===== src/rtl/ibm_t_if.sv =====
// ---------------------------------------------------------------------------
// ibm_t_if -- request/result bundle for the inversionless Berlekamp-Massey
// solver ibm_t.
//   i_code  [1:0]       field select (00 GF(2^6), 01 GF(2^8), 10 GF(2^10))
//   i_start             request to solve one syndrome set
//   i_synd  [2T*M-1:0]  syndromes S1..S2T, S1 in the LSBs
//   o_ready             solver can take i_start
//   o_valid             one-cycle result strobe
//   o_sigma [(T+1)*M-1:0] locator coefficients sigma0..sigmaT, sigma0 in LSBs
//   o_deg               tracked locator length L
//   o_fail              final locator degree differs from L
// Modports: master drives requests, slave is the solver.
// ---------------------------------------------------------------------------
interface ibm_t_if #(
   parameter int M = 10,
   parameter int T = 4
);
   localparam int DW = $clog2(T + 1);

   logic [1:0]           i_code;
   logic                 i_start;
   logic [2*T*M-1:0]     i_synd;
   logic                 o_ready;
   logic                 o_valid;
   logic [(T+1)*M-1:0]   o_sigma;
   logic [DW-1:0]        o_deg;
   logic                 o_fail;

   modport master (
      output i_code, i_start, i_synd,
      input  o_ready, o_valid, o_sigma, o_deg, o_fail
   );

   modport slave (
      input  i_code, i_start, i_synd,
      output o_ready, o_valid, o_sigma, o_deg, o_fail
   );
endinterface


===== src/rtl/ibm_t.sv =====
// ---------------------------------------------------------------------------
// ibm_t -- inversionless Berlekamp-Massey key-equation solver, one iteration
// per clock, T iterations per syndrome set, selectable GF(2^6/8/10).
// Ports:
//   i_clk   rising-edge clock
//   i_rst   synchronous active-high reset
//   bus     ibm_t_if.slave (code/start/syndromes in, ready/valid/results out)
// Optional feature: define IBM_ZERO_SKIP_EN to let an all-zero syndrome set
// skip the iterations and report sigma=1, L=0 one cycle after accept.
// ---------------------------------------------------------------------------
module ibm_t #(
   parameter int M = 10,
   parameter int T = 4
) (
   input  logic    i_clk,
   input  logic    i_rst,
   ibm_t_if.slave  bus
);
   localparam int LW = $clog2(2*T + 1);      // L can reach 2T-1
   localparam int KW = $clog2(2*T + 2) + 1;  // k spans -T-1..T
   localparam int RW = $clog2(T + 1);
   localparam int DW = $clog2(T + 1);
   localparam int SW = (T + 1) * M;

   typedef enum logic [1:0] {S_IDLE, S_ITER, S_DONE} state_t;

   state_t                state, state_nx;
   logic [M-1:0]          synd  [2*T];   // synd[0] holds S1
   logic [M-1:0]          sigma [T+1];
   logic [M-1:0]          bpoly [T+1];
   logic [M-1:0]          gamma;
   logic signed [KW-1:0]  k;
   logic [LW-1:0]         len;
   logic [RW-1:0]         r;
   logic [1:0]            code;

   logic [SW-1:0]         sig_out;
   logic [DW-1:0]         deg_out;
   logic                  fail_out;

   logic                  ready, accept, last, skip, upd, fail_nx;
   logic [M-1:0]          delta, gamma_nx;
   logic [M-1:0]          sigma_nx [T+1];
   logic [M-1:0]          bpoly_nx [T+1];
   logic signed [KW-1:0]  k_nx;
   logic [LW-1:0]         len_nx;

   // Reduction polynomial including the x^m term.
   function automatic logic [M:0] fpoly(input logic [1:0] c);
      case (c)
         2'b00:   return (M+1)'(11'h043);
         2'b01:   return (M+1)'(11'h11D);
         default: return (M+1)'(11'h409);
      endcase
   endfunction

   function automatic logic [M:0] ftop(input logic [1:0] c);
      case (c)
         2'b00:   return (M+1)'(11'h040);
         2'b01:   return (M+1)'(11'h100);
         default: return (M+1)'(11'h400);
      endcase
   endfunction

   function automatic logic [M-1:0] fmask(input logic [1:0] c);
      case (c)
         2'b00:   return M'(10'h03F);
         2'b01:   return M'(10'h0FF);
         default: return M'(10'h3FF);
      endcase
   endfunction

   // MSB-first shift-and-add multiply; operands are masked so bits above m
   // never leak in and the result stays below 2^m.
   function automatic logic [M-1:0] gf_mul(input logic [M-1:0] a,
                                           input logic [M-1:0] b,
                                           input logic [1:0]   c);
      logic [M:0]   acc;
      logic [M-1:0] am, bm;
      am  = a & fmask(c);
      bm  = b & fmask(c);
      acc = '0;
      for (int i = M - 1; i >= 0; i--) begin
         acc = {acc[M-1:0], 1'b0};
         if ((acc & ftop(c)) != '0) acc = acc ^ fpoly(c);
         if (bm[i]) acc = acc ^ {1'b0, am};
      end
      return acc[M-1:0];
   endfunction

   assign ready  = (state == S_IDLE) || (state == S_DONE);
   assign accept = ready && bus.i_start && (bus.i_code != 2'b11);
   assign last   = (r == RW'(T - 1));

`ifdef IBM_ZERO_SKIP_EN
   logic synd_zero;
   always_comb begin
      synd_zero = 1'b1;
      for (int i = 0; i < 2*T; i++)
         if ((bus.i_synd[i*M +: M] & fmask(bus.i_code)) != '0) synd_zero = 1'b0;
   end
   assign skip = synd_zero;
`else
   assign skip = 1'b0;
`endif

   // Discrepancy and polynomial update for the current iteration r.
   always_comb begin
      logic [M-1:0] s_sel;
      int           hi;
      delta = '0;
      for (int j = 0; j <= T; j++) begin
         s_sel = '0;
         // S_(2r+1-j) lives at synd[2r-j]; out-of-range terms select zero
         for (int i = 0; i < 2*T; i++)
            if (i + j == 2 * int'(r)) s_sel = synd[i];
         delta = delta ^ gf_mul(sigma[j], s_sel, code);
      end

      upd = (delta != '0) && (k >= 0);

      sigma_nx[0] = gf_mul(gamma, sigma[0], code);
      for (int j = 1; j <= T; j++)
         sigma_nx[j] = gf_mul(gamma, sigma[j], code) ^ gf_mul(delta, bpoly[j-1], code);

      bpoly_nx[0] = '0;
      gamma_nx    = gamma;
      k_nx        = k + KW'(1);
      len_nx      = len;
      if (upd) begin
         for (int j = 1; j <= T; j++) bpoly_nx[j] = sigma[j-1];
         gamma_nx = delta;
         k_nx     = ~k;                          // -k-1
         len_nx   = LW'({r, 1'b1}) - len;        // 2r+1-L
      end else begin
         for (int j = 1; j <= T; j++) bpoly_nx[j] = (j >= 2) ? bpoly[(j >= 2) ? j-2 : 0] : '0;
      end

      hi = -1;
      for (int j = 0; j <= T; j++)
         if (sigma_nx[j] != '0) hi = j;
      fail_nx = (hi != int'(len_nx));
   end

   always_ff @(posedge i_clk) begin
      if (i_rst) state <= S_IDLE;
      else       state <= state_nx;
   end

   always_comb begin
      state_nx = state;
      case (state)
         S_IDLE:  if (accept) state_nx = skip ? S_DONE : S_ITER;
         S_ITER:  if (last)   state_nx = S_DONE;
         S_DONE:  state_nx = accept ? (skip ? S_DONE : S_ITER) : S_IDLE;
         default: state_nx = S_IDLE;
      endcase
   end

   always_ff @(posedge i_clk) begin
      if (i_rst) begin
         for (int i = 0; i < 2*T; i++) synd[i] <= '0;
         for (int j = 0; j <= T; j++) begin
            sigma[j] <= '0;
            bpoly[j] <= '0;
         end
         gamma    <= '0;
         k        <= '0;
         len      <= '0;
         r        <= '0;
         code     <= '0;
         sig_out  <= '0;
         deg_out  <= '0;
         fail_out <= 1'b0;
      end else if (accept) begin
         for (int i = 0; i < 2*T; i++) synd[i] <= bus.i_synd[i*M +: M];
         for (int j = 0; j <= T; j++) begin
            sigma[j] <= (j == 0) ? M'(1) : '0;
            bpoly[j] <= (j == 0) ? M'(1) : '0;
         end
         gamma <= M'(1);
         k     <= '0;
         len   <= '0;
         r     <= '0;
         code  <= bus.i_code;
         if (skip) begin
            sig_out  <= SW'(1);
            deg_out  <= '0;
            fail_out <= 1'b0;
         end
      end else if (state == S_ITER) begin
         for (int j = 0; j <= T; j++) begin
            sigma[j] <= sigma_nx[j];
            bpoly[j] <= bpoly_nx[j];
         end
         gamma <= gamma_nx;
         k     <= k_nx;
         len   <= len_nx;
         r     <= r + RW'(1);
         // Results are captured on the edge entering DONE and held after.
         if (last) begin
            for (int j = 0; j <= T; j++) sig_out[j*M +: M] <= sigma_nx[j];
            deg_out  <= DW'(len_nx);
            fail_out <= fail_nx;
         end
      end
   end

   assign bus.o_ready = ready;
   assign bus.o_valid = (state == S_DONE);
   assign bus.o_sigma = sig_out;
   assign bus.o_deg   = deg_out;
   assign bus.o_fail  = fail_out;

endmodule


===== src/flat_wrapper.sv =====
// flat-port wrapper written by rule: the top's interface ports become plain ports
module ibm_t_flat 
#(
   parameter int M = 10,
   parameter int T = 4
)
  (i_clk, i_rst, bus_i_code, bus_i_start, bus_i_synd, bus_o_ready, bus_o_valid, bus_o_sigma, bus_o_deg, bus_o_fail);
  ibm_t_if #(.M(M), .T(T)) bus_i ();
  input  logic i_clk;
  input  logic i_rst;
  input wire logic [$bits(bus_i.i_code)-1:0] bus_i_code;
  input wire logic [$bits(bus_i.i_start)-1:0] bus_i_start;
  input wire logic [$bits(bus_i.i_synd)-1:0] bus_i_synd;
  output wire logic [$bits(bus_i.o_ready)-1:0] bus_o_ready;
  output wire logic [$bits(bus_i.o_valid)-1:0] bus_o_valid;
  output wire logic [$bits(bus_i.o_sigma)-1:0] bus_o_sigma;
  output wire logic [$bits(bus_i.o_deg)-1:0] bus_o_deg;
  output wire logic [$bits(bus_i.o_fail)-1:0] bus_o_fail;
  assign bus_i.i_code = bus_i_code;
  assign bus_i.i_start = bus_i_start;
  assign bus_i.i_synd = bus_i_synd;
  assign bus_o_ready = bus_i.o_ready;
  assign bus_o_valid = bus_i.o_valid;
  assign bus_o_sigma = bus_i.o_sigma;
  assign bus_o_deg = bus_i.o_deg;
  assign bus_o_fail = bus_i.o_fail;
  ibm_t #(.M(M), .T(T)) u_core (.i_clk(i_clk), .i_rst(i_rst), .bus(bus_i));
endmodule

===== config.mk =====
export PLATFORM = sky130hd
export DESIGN_NAME = ibm_t_flat
export DESIGN_NICKNAME = d
export VERILOG_FILES = /design/src/rtl/ibm_t_if.sv /design/src/rtl/ibm_t.sv /design/src/flat_wrapper.sv
export SDC_FILE = /design/constraint.sdc
export NUM_CORES = 2
export LEC_CHECK = 0
export ABC_AREA = 1
export BUFFER_PORTS_ARGS = -buffer_cell sky130_fd_sc_hd__buf_2
export CORE_MARGIN = 3
export CORE_UTILIZATION = 45
export DETAILED_ROUTE_END_ITERATION = 8
export GPL_ROUTABILITY_DRIVEN = 1
export HOLD_SLACK_MARGIN = 0.1
export RECOVER_POWER = 100
export SETUP_SLACK_MARGIN = 0.05
export SLEW_MARGIN = 10
export SYNTH_ARGS = -nofsm -noshare
export SYNTH_HDL_FRONTEND = slang
export SYNTH_SLANG_ARGS = --single-unit

===== constraint.sdc =====
create_clock -name i_clk -period 50.5 [get_ports i_clk]
set_input_delay 5.05 -clock i_clk [delete_from_list [all_inputs] [get_ports i_clk]]
set_output_delay 5.05 -clock i_clk [all_outputs]
set_load 0.01 [all_outputs]

Word level (Yosys, flattened, before mapping). Memory sizes are Yosys's and may differ from the RTL's. Index checks and enable logic that the tools add are counted.

Add/sub/neg operators: 3. Magnitude comparators: 1. Eq/ne operators: 13. Multiplexer cells: 467. Bitwise operators: 432. Reductions and logical operators: 146.

Operators with widths (count): 10-bit 2-to-1 mux (440); 10-bit bitwise XOR (260); 11-bit AND (126); 11-bit nonzero test (126); 10-bit AND (16); 32-bit 2-to-1 mux (5); 10-bit nonzero test (6); 40-bit 2-to-1 mux (1); 32-bit zero test (1); 32-bit by 5-bit != test with 1-bit output (1); 1-bit bitwise OR (28); 11-bit one-hot mux with 2 select lines (1); 10-bit one-hot mux with 2 select lines (1); 9-bit one-hot mux with 2 select lines (1); 1-bit 2-to-1 mux (13); 3-bit equality test, first input constant (4); 2-bit one-hot mux with 3 select lines (1); 2-bit AND reduction (3); 5-bit by 2-bit adder with 5-bit output, second input constant (1); 5-bit by 1-bit greater-or-equal comparator with 1-bit output, second input constant (1); 5-bit 2-to-1 mux (1); 5-bit NOT (1); 2-bit by 1-bit equality test with 1-bit output, second input constant (2); 2-bit zero test (2); 15 further kinds (20).

Flip-flop bits (word level): 80. Memory bits (writable): 180. Logic and storage cells: 1075. Memories: 3.

Memory list: u_core.synd (depth 8, bits a word 10, rd ports 8, clocked after memory_dff 0, wr ports 8, line ibm_t.sv:28) `logic [M-1:0] synd [2*T];`; u_core.bpoly (depth 5, bits a word 10, rd ports 4, clocked after memory_dff 0, wr ports 5, line ibm_t.sv:30) `logic [M-1:0] bpoly [T+1];`; u_core.sigma (depth 5, bits a word 10, rd ports 5, clocked after memory_dff 0, wr ports 5, line ibm_t.sv:29) `logic [M-1:0] sigma [T+1];`.

Depth between registers and ports, before layout.
Depth in word-level cells: 146. Gate-level depth with buffers: 111. Depth with buffers taken out: 106.

Worst setup path before layout. Ideal clock, no wire load.

Kind: register to register. Start point: reg u_core.code[1]. End point: reg u_core.fail_out (netlist: u_core.bus.o_fail). Library setup time: 0.122 ns. Arrival time: 16.831 ns. Data required time: 50.378 ns. Setup slack: 33.547 ns. Cell stages (with the launch flop): 95. Clock period less this slack: 16.953 ns. Cell sequence: dfxtp_1 buf_4 nor2_2 buf_2 buf_4 buf_2 buf_2 buf_2 buf_1 buf_1 clkbuf_1 buf_1 buf_1 clkbuf_1 buf_1 clkbuf_1 ha_1 nor2_1 (+59 left out) nor3_1 inv_1 nand2_1 nand2_1 xor2_1 ha_1 nor2_1 nor3_1 xnor2_1 xnor3_1 nand3_1 nor2_1 nand2_1 nand2_1 nand3_1 nand2_1 nand2_1 a21oi_2.

Longest elaborated chain between the ends: 107. Elaborated cells on any way between the ends: 939.

Ends and longest elaborated chain: from (decl) (line ibm_t.sv:35) `logic [1:0] code;`; from (signal assigned) (line ibm_t.sv:185) `code <= bus.i_code;`; 2-bit by 1-bit equality test with 1-bit output / 2-bit zero test (equally long branches) (line ibm_t.sv:50, ibm_t.sv:58, ibm_t.sv:66); 10-bit one-hot mux with 2 select lines (line ibm_t.sv:66) `case (c)`; 10-bit AND, on equally long branches (line ibm_t.sv:81, ibm_t.sv:80); 10-bit 2-to-1 mux (line ibm_t.sv:86) `if (bm[i]) acc = acc ^ {1'b0, am};`; 11-bit AND (line ibm_t.sv:85) `if ((acc & ftop(c)) != '0) acc = acc ^ fpoly(c);`; 11-bit nonzero test (line ibm_t.sv:85); 10-bit 2-to-1 mux (line ibm_t.sv:85); 10-bit bitwise XOR (line ibm_t.sv:86); (+88 left out); 11-bit nonzero test (line ibm_t.sv:85); 10-bit 2-to-1 mux (line ibm_t.sv:85); 10-bit bitwise XOR (line ibm_t.sv:86); 10-bit 2-to-1 mux (line ibm_t.sv:86); 10-bit bitwise XOR (line ibm_t.sv:124) `sigma_nx[j] = gf_mul(gamma, sigma[j], code) ^ gf_mul(delta, bpoly[j-1], code);`; 10-bit nonzero test (line ibm_t.sv:141) `if (sigma_nx[j] != '0) hi = j;`; 32-bit 2-to-1 mux (4 in a row) (line ibm_t.sv:141); 32-bit by 5-bit != test with 1-bit output * (line ibm_t.sv:142) `fail_nx = (hi != int'(len_nx));`; to (signal assigned) (line ibm_t.sv:204) `fail_out <= fail_nx;`; to (decl) (line ibm_t.sv:39) `logic fail_out;`.

Mark *: on every way between the ends. The rest lies on a longest branch, timed or not. The select of a mux whose other input is x is not followed. A chain may end at the register's enable or synchronous reset.

Worst setup path after layout.
Start point: reg u_core.code[0]. End point: reg u_core.fail_out (netlist: u_core.bus.o_fail).

The elaborated chain is that of the path after synthesis.

==> results.sh <==
export IMPL_cts_hold_buf=0
export IMPL_nets=8587
export IMPL_io_buffer_count=140
export IMPL_dr_pass1_iters=6
export IMPL_synth_avg_cell_area_um2=5.90
export IMPL_min_period_ps=23960
export IMPL_htree_levels=1
export IMPL_setup_tns_ps=0
export IMPL_timing_final_crit_share=0.474
export IMPL_cts_tree="yes"
export IMPL_reg2reg_depth=88
export IMPL_path_common_cell="nand2_1"
export IMPL_cts_resized=0
export IMPL_crit_type="register to register"
export IMPL_drt_iter0_drc=5835
export IMPL_finalNonFillerCells=9688
export IMPL_yosys_warnings=0
export IMPL_drv_slew=628
export IMPL_finalPower_uw=2210
export IMPL_finClkSkew_ps=43.3
export IMPL_p_per_area_nw_per_um2=43.0
export IMPL_start_util=0.454
export IMPL_io_pins=141
export IMPL_holdPathStages=2
export IMPL_finalHoldViolCount=0
export IMPL_path_clk_slew_ps=70
export IMPL_fillCellCount=11500
export IMPL_grtUsageTotal=0.350
export IMPL_cp_max_fo=62
export IMPL_critPathLaunchType="register"
export IMPL_slew_headroom=-2.16
export IMPL_mostFrequentLayoutCell="nand2_1"
export IMPL_hold_path_class="register to register"
export IMPL_ant_nets=0
export IMPL_outcome="complete, but fails checks"
export IMPL_cts_buffers=28
export IMPL_cts_setup_buffers=0
export IMPL_syn_to_final_growth_pct=5.63
export IMPL_failed_checks="max-capacitance violations, max-slew violations"
export IMPL_setup_viol=0
export IMPL_synth_cells=8253
export IMPL_synth_seq_area_share=0.132
export IMPL_syn_cell_area_um2=48700
export IMPL_post_drt_wl_per_cell_um=21.0
export IMPL_place_inst=9633
export IMPL_cts_root_buffer="clkbuf_16"
export IMPL_async_flop_share=0
export IMPL_tightest_slew_ps=4740
export IMPL_grt_ovfl_total=0
export IMPL_antenna_found_initial=8
export IMPL_drive_gt1_frac=0.0726
export IMPL_max_freq_mhz=41.7
export IMPL_ys_ff_latch=241
export IMPL_synth_flop_cell="edfxtp_1"
export IMPL_drc=0
export IMPL_cellLeakagePower_uw=0.0252
export IMPL_grt_first_pass_wirelength_um=303000
export IMPL_grt_pass1_vias=49478
export IMPL_vias_per_cell=5.57
export IMPL_grt_max_degree=90
export IMPL_dp_hpwl_um=154000
export IMPL_synth_cell_types=62
export IMPL_peakVddDrop_mv=0.0368
export IMPL_slowest_delay_ps=3510
export IMPL_core_um2=107000
export IMPL_cts_sinks=241
export IMPL_crit_path_end_kind="register"
export IMPL_placed_cell_area_um2=50800
export IMPL_routabilityCongestion=1.00
export IMPL_num_rows=120
export IMPL_die_area_um2=112000
export IMPL_synth_edf_count=161
export IMPL_required_ps=51070
export IMPL_rsz0062_at_grt="false"
export IMPL_syn_nets=8580
export IMPL_layout_common_cells="nand2_1 (2,645), inv_1 (1,036), nor2_1 (846), nand3_1 (678), xor2_1 (606)"
export IMPL_wl_um=204000
export IMPL_final_area_um2=51500
export IMPL_clockBufferDepth=3
export IMPL_crit_slowest_cell="clkinvlp_2"
export IMPL_cp_arrival_ps=24530
export IMPL_cap_violations=15
export IMPL_clock_latency_ps=640
export IMPL_vias=53944
export IMPL_die_w_um=335
export IMPL_die_y_um=335
## kinds of logic after synthesis
family                   after synthesis  share of synthesized area
buffers and inverters               1403                      0.113
flip-flops                           241                      0.132
AND/OR/NAND/NOR                     4831                      0.443
adder cells (fa/ha/maj)              242                     0.0623
AO/OA/AOI/OAI                        563                     0.0682
multiplexers                          35                    0.00727
XOR/XNOR                             938                      0.174
## synth_stat cells (60+ instances only)
cell	number	share of area
o211ai_1	112	0.017
nand3_1	668	0.069
edfxtp_1	161	0.099
nor2_1	848	0.065
dfxtp_1	80	0.033
a21oi_1	70	0.0072
clkbuf_1	166	0.013
xnor2_1	312	0.056
nor3_1	60	0.0062
ha_1	241	0.062
nand4_1	124	0.016
inv_1	1032	0.080
nand2_1	2635	0.20
nand2_2	110	0.014
o21ai_0	243	0.025
nand3b_1	152	0.023
nand3_2	99	0.020
xor2_1	606	0.11
inv_2	71	0.0055
## sequential cells by signal, summed over array words and instances, names as in the netlist
| register | flops |
|---|---|
| u_core.r | 3 |
| u_core.bus.o_deg | 3 |
| u_core.sigma | 50 |
| u_core.state | 2 |
| u_core.gamma | 10 |
| u_core.bpoly | 31 |
| u_core.len | 4 |
| u_core.bus.o_fail | 1 |
| u_core.k | 5 |
| u_core.code | 2 |
| u_core.synd | 80 |
| u_core.bus.o_sigma | 50 |
## area by class of cell
cell class | instances | area, um^2 | share of cell area
multi-input combinational | 6609 | 36700 | 0.712
sequential | 241 | 6450 | 0.125
inverter | 1124 | 4230 | 0.0823
tap | 1403 | 1760 | 0.0341
timing repair buffer | 256 | 1440 | 0.0279
clock buffer | 43 | 788 | 0.0153
clock inverter | 9 | 131 | 0.00255
antenna | 3 | 7.51 | 0.000146
## worst paths after layout
kind,to,slack (ps),from
max,u_core.bus.o_fail,26540,u_core.code[0]
min,u_core.len[2],480,u_core.len[2]
max reg2reg,u_core.bus.o_fail,26540,u_core.code[0]
min reg2reg,u_core.len[2],480,u_core.len[2]
## critical path, delay by kind of cell, from the launching register on
kind                     cells  cell delay, ps
AO/OA/AOI/OAI                5             830
adder cells (fa/ha/maj)      8            1640
AND/OR/NAND/NOR             55            9430
buffers and inverters       16           10630
flip-flops                   1             310
XOR/XNOR                     4             870
## power breakdown
group	total, uW	leakage, uW	internal (uW)	switching [uW]
clock	212	0.000438	115	97.1
combinational	1730	0.0223	485	1240
sequential	274	0.00240	240	33.6
## per-stage QoR
stage          utilization  setup slack (ps)  hold WS (ps)
3_3_place_gp         0.474             35820           456
2_1_floorplan            -             33550           444
3_5_place_dp         0.474             35690           468
6_report             0.480             26540           483
4_1_cts              0.483             35660           480
5_1_grt              0.480             25530           510
## routing by layer
metal	up-vias	wire length [um]	part of all wire	GRT usage
met5	-	26	0.00013	0
met4	4	11700	0.057	0.175
met3	536	19300	0.095	0.0499
met2	2625	87400	0.43	0.553
met1	24762	85100	0.42	0.465
li1	26017	-	-	-
Power figures use the tool's default switching activity.
